### src/rtl/piso_shift_tx.sv
// piso_shift_tx: parallel-in, serial-out shift transmitter.
// Accepts a WIDTH-bit word on a valid/ready handshake and sends it one bit per
// enabled cycle, MSB-first or LSB-first, with a one-cycle done pulse per frame.
// Optional feature: define PISO_PARITY_EN to append an even-parity bit.
module piso_shift_tx #(
  parameter int unsigned WIDTH = 4
) (
  input  logic             clk,
  input  logic             rst,
  input  logic             load_valid,
  output logic             load_ready,
  input  logic [WIDTH-1:0] din,
  input  logic             msb_first,
  input  logic             shift_en,
  output logic             sout,
  output logic             sout_valid,
  output logic             busy,
  output logic             done
);

  localparam int unsigned CW = $clog2(WIDTH + 2);
`ifdef PISO_PARITY_EN
  localparam int unsigned FRAME_BITS = WIDTH + 1;
`else
  localparam int unsigned FRAME_BITS = WIDTH;
`endif

  typedef enum logic {
    IDLE  = 1'b0,
    SHIFT = 1'b1
  } state_t;

  state_t           state;
  state_t           state_nxt;
  logic [WIDTH-1:0] sreg;
  logic [CW-1:0]    cnt;
  logic             dir;
  logic             done_q;
  logic             accept;
  logic             last_bit;
  logic             data_bit;
`ifdef PISO_PARITY_EN
  logic             par;
`endif

  // Handshake and frame-end qualifiers shared by the FSM and datapath.
  assign accept   = load_valid && load_ready;
  assign last_bit = (state == SHIFT) && (cnt == CW'(1)) && shift_en;
  assign data_bit = dir ? sreg[WIDTH-1] : sreg[0];
  assign done     = done_q;

  // State register.
  always_ff @(posedge clk or negedge rst) begin
    if (!rst) begin
      state <= IDLE;
    end else begin
      state <= state_nxt;
    end
  end

  // Next-state logic: a reload on the last-bit cycle keeps the FSM in SHIFT.
  always_comb begin
    state_nxt = state;
    case (state)
      IDLE: begin
        if (accept) begin
          state_nxt = SHIFT;
        end
      end
      SHIFT: begin
        if (last_bit) begin
          state_nxt = accept ? SHIFT : IDLE;
        end
      end
      default: state_nxt = IDLE;
    endcase
  end

  // Output decode from registered state; load_ready opens early on the last bit.
  always_comb begin
    load_ready = 1'b0;
    busy       = 1'b0;
    sout_valid = 1'b0;
    sout       = 1'b0;
    case (state)
      IDLE: begin
        load_ready = 1'b1;
      end
      SHIFT: begin
        busy       = 1'b1;
        sout_valid = 1'b1;
        load_ready = (cnt == CW'(1)) && shift_en;
`ifdef PISO_PARITY_EN
        sout       = (cnt == CW'(1)) ? par : data_bit;
`else
        sout       = data_bit;
`endif
      end
      default: begin
        load_ready = 1'b0;
      end
    endcase
  end

  // Datapath: capture on accept, otherwise shift and count down while enabled.
  always_ff @(posedge clk or negedge rst) begin
    if (!rst) begin
      sreg   <= '0;
      cnt    <= '0;
      dir    <= 1'b0;
      done_q <= 1'b0;
`ifdef PISO_PARITY_EN
      par    <= 1'b0;
`endif
    end else begin
      done_q <= last_bit;
      if (accept) begin
        sreg <= din;
        dir  <= msb_first;
        cnt  <= CW'(FRAME_BITS);
`ifdef PISO_PARITY_EN
        par  <= ^din;
`endif
      end else if ((state == SHIFT) && shift_en && (cnt != '0)) begin
        if (dir) begin
          sreg <= {sreg[WIDTH-2:0], 1'b0};
        end else begin
          sreg <= {1'b0, sreg[WIDTH-1:1]};
        end
        cnt <= cnt - CW'(1);
      end
    end
  end

endmodule

### config.mk
export PLATFORM = sky130hd
export DESIGN_NAME = piso_shift_tx
export DESIGN_NICKNAME = d
export VERILOG_FILES = /design/src/rtl/piso_shift_tx.sv
export SDC_FILE = /design/constraint.sdc
export NUM_CORES = 1
export LEC_CHECK = 0
export ABC_CLOCK_PERIOD_IN_PS = 4600
export CAP_MARGIN = 20
export CORE_AREA = 5 5 42 44
export DETAILED_ROUTE_END_ITERATION = 7
export DIE_AREA = 0 0 47 49
export DONT_BUFFER_PORTS = 1
export PLACE_DENSITY = 0.6
export SYNTH_ARGS = -nofsm -noshare
export SYNTH_HDL_FRONTEND = slang
export SYNTH_SLANG_ARGS = --single-unit
### constraint.sdc
create_clock -name clk -period 4.6 [get_ports clk]
set_input_delay 1.38 -clock clk [delete_from_list [all_inputs] [get_ports clk]]
set_output_delay 1.38 -clock clk [all_outputs]
set_load 0.02 [all_outputs]
==> impl_metrics.ini <==
[clock_network]
clock_sinks = 10
clk_latency_ps = 260
numCtsBuffers = 3
cts_max_level = 1
postCtsHoldBufs = 0
cts_buffer_depth = 2
ctsResizeCount = 0
root_buffer = clkbuf_4
cts_tree = built
cts_setup_buffers = 0
clkTransAtPathRegs_ps = 70

[setup_path]
r2r-start = cnt[0]
r2r_setup_slack_ps = 2910
slowest_delay_ps = 230
crit_chain = nand3b_1 > nand2_1
cp.required_ps = 3220
cp-start-kind = primary input
cp_num_cells = 2
cp_top_family = simple AND/OR/NAND/NOR gates
endpoint_kind = output pin
slowest_stage = nand2_1
critPathArrivalTime_ps = 1740
crit_buf_inv = 0
ff2ff_path_depth = 6
worstReg2RegEnd = sreg[0]
worstSetupPathType = primary input to output pin
cp_max_fo = 3

[timing]
finalClockSkew_ps = 1.50
finalSetupTns_ps = 0
layout_min_cycle_time_ps = 3120
holdWs_ps = 516
period_share_pct = 67.8
relSlewSlack_pct = 63.8
finalWorstSetupSlack_ps = 1480
rsz0062_at_grt = false
drv_slew = 0
setup_viol = 0
hold_viol = 0
max_freq_mhz = 321
tightest_slew_ps = 543

[yosys]
syn_area_per_cell_um2 = 11.8
yosysWarnings = 0
synth_top_flop_cell = dfrtp_1
ys_top_cells_by_area = dfrtp_1, mux2_2, ha_1, mux2i_1, nand3b_4
synthCells = 47
synthDistinctLibCells = 17
synth-seq-area-share_pct = 45.0
synth_edf_count = 0
synth_seq_cells = 10
netlist_top_cells_count = dfrtp_1, mux2_2, inv_1, nor2_1
synth_nets = 59
synth_top_area_share_pct = 45.0
async_reset_ff_share_pct = 100
syn_area_um2 = 556
synth_top_area_cell = dfrtp_1

[worst_hold_path]
hold_path_depth = 1
hold_class = flop to flop
min_from = cnt[2]
hold_path_end = cnt[2]

[floorplan]
core.rowCount = 14
die_y_um = 49
core-area_um2 = 1400
initial_utilization_pct = 39.6
die_width_um = 47
ioPinCount = 14
die-area_um2 = 2300

[grt]
track_usage_pct = 8.03
grt_pass1_wl_um = 1350
grt_max_degree = 11
grt_overflow = 0
grt_antenna_before_repair = 0
first_global_vias = 319

[drt]
drt-initial-drc-count = 5
routedWlPerCell_um = 13.3
dr.pass1.iters = 2
vias = 323
avgViaCountPerCell = 4.89
drc = 0
ant_nets = 0
finalWirelength_um = 879

[run]
maxCapViolCount = 0

[pwr]
powerDensity_nw_per_um2 = 678
p_leak_uw = 0.000303
ir_worst_vdd_mv = 0.240

[layout]
fin_nets = 63
layout-drive-gt1-share_pct = 36.0
syn_to_final_growth_pct = 8.78
antennaDiodeCount = 0
multiInputGateArea_um2 = 279
utilization_pct = 43.1
register_area_um2 = 250
fill_cells = 139

[placed_design]
pre_cts_slack_ps = 1470
routabilityCongestion = 0.677
port_buffers = 0
dpl.hpwl_um = 647

[outcome]
status = finished, final reports clean
==> worst max path at each step <==
stage                  start          to  slack (ps)
floorplan           shift_en  load_ready        1520
global placement    shift_en  load_ready        1480
detailed placement  shift_en  load_ready        1470
CTS                 shift_en  load_ready        1470
global route        shift_en  load_ready        1430
finish              shift_en  load_ready        1480
==> final cells by class <==
type                    instances  area share, %
well taps                      16           3.31
multi-input cells              31           46.2
clock buffers                   4           6.00
inverters                       5           3.11
flip-flops and latches         10           41.4
==> where the power goes <==
group          leakage [µW]  internal, µW  switching (µW)  total (µW)
Clock             0.0000210          48.1            32.2        80.2
Combinational      0.000160          95.6            71.0         167
Sequential         0.000122           125            37.4         163
==> through the flow <==
step                std cells  total power (µW)  instance area [µm²]
finish                     66               409                  604
global route               66               443                  604
CTS                        66               414                  604
detailed placement         62               334                  568
global placement           62               331                  568
floorplan                  47               311                  556
==> cell usage in the layout (no fill, tap or decap), drive strengths merged <==
cell	n
nand2b	1
mux2	10
mux2i	2
nand3b	2
a21oi	1
nor2	4
nand2	3
or2	1
dfrtp	10
inv	5
clkbuf	4
and2b	1
a21boi	1
xnor2	1
a211o	1
ha	3
==> logic make-up after synthesis <==
logic type | share of synthesized area [%]
xor+xnor | 1.58
simple gates | 13.5
flops | 45.0
mux | 23.9
buf+inv | 4.73
compound gates | 4.50
fa+ha+maj | 6.76
==> per-layer routing <==
layer / wire (µm) / share of wire [%] / global-route usage (%) / vias to the layer above
met5: 0 / 0 / 0 / -
met4: 8 / 0.91 / 4.15 / 0
met3: 51 / 5.8 / 2.21 / 2
met2: 412 / 47 / 11.8 / 10
met1: 407 / 46 / 10.4 / 149
li1: - / - / - / 162
==> state kept, by name, indices dropped and copies added (netlist names) <==
| register | count |
|---|---|
| cnt | 3 |
| dir | 1 |
| done | 1 |
| sreg | 4 |
| state | 1 |
Power figures use the tool's default switching activity.
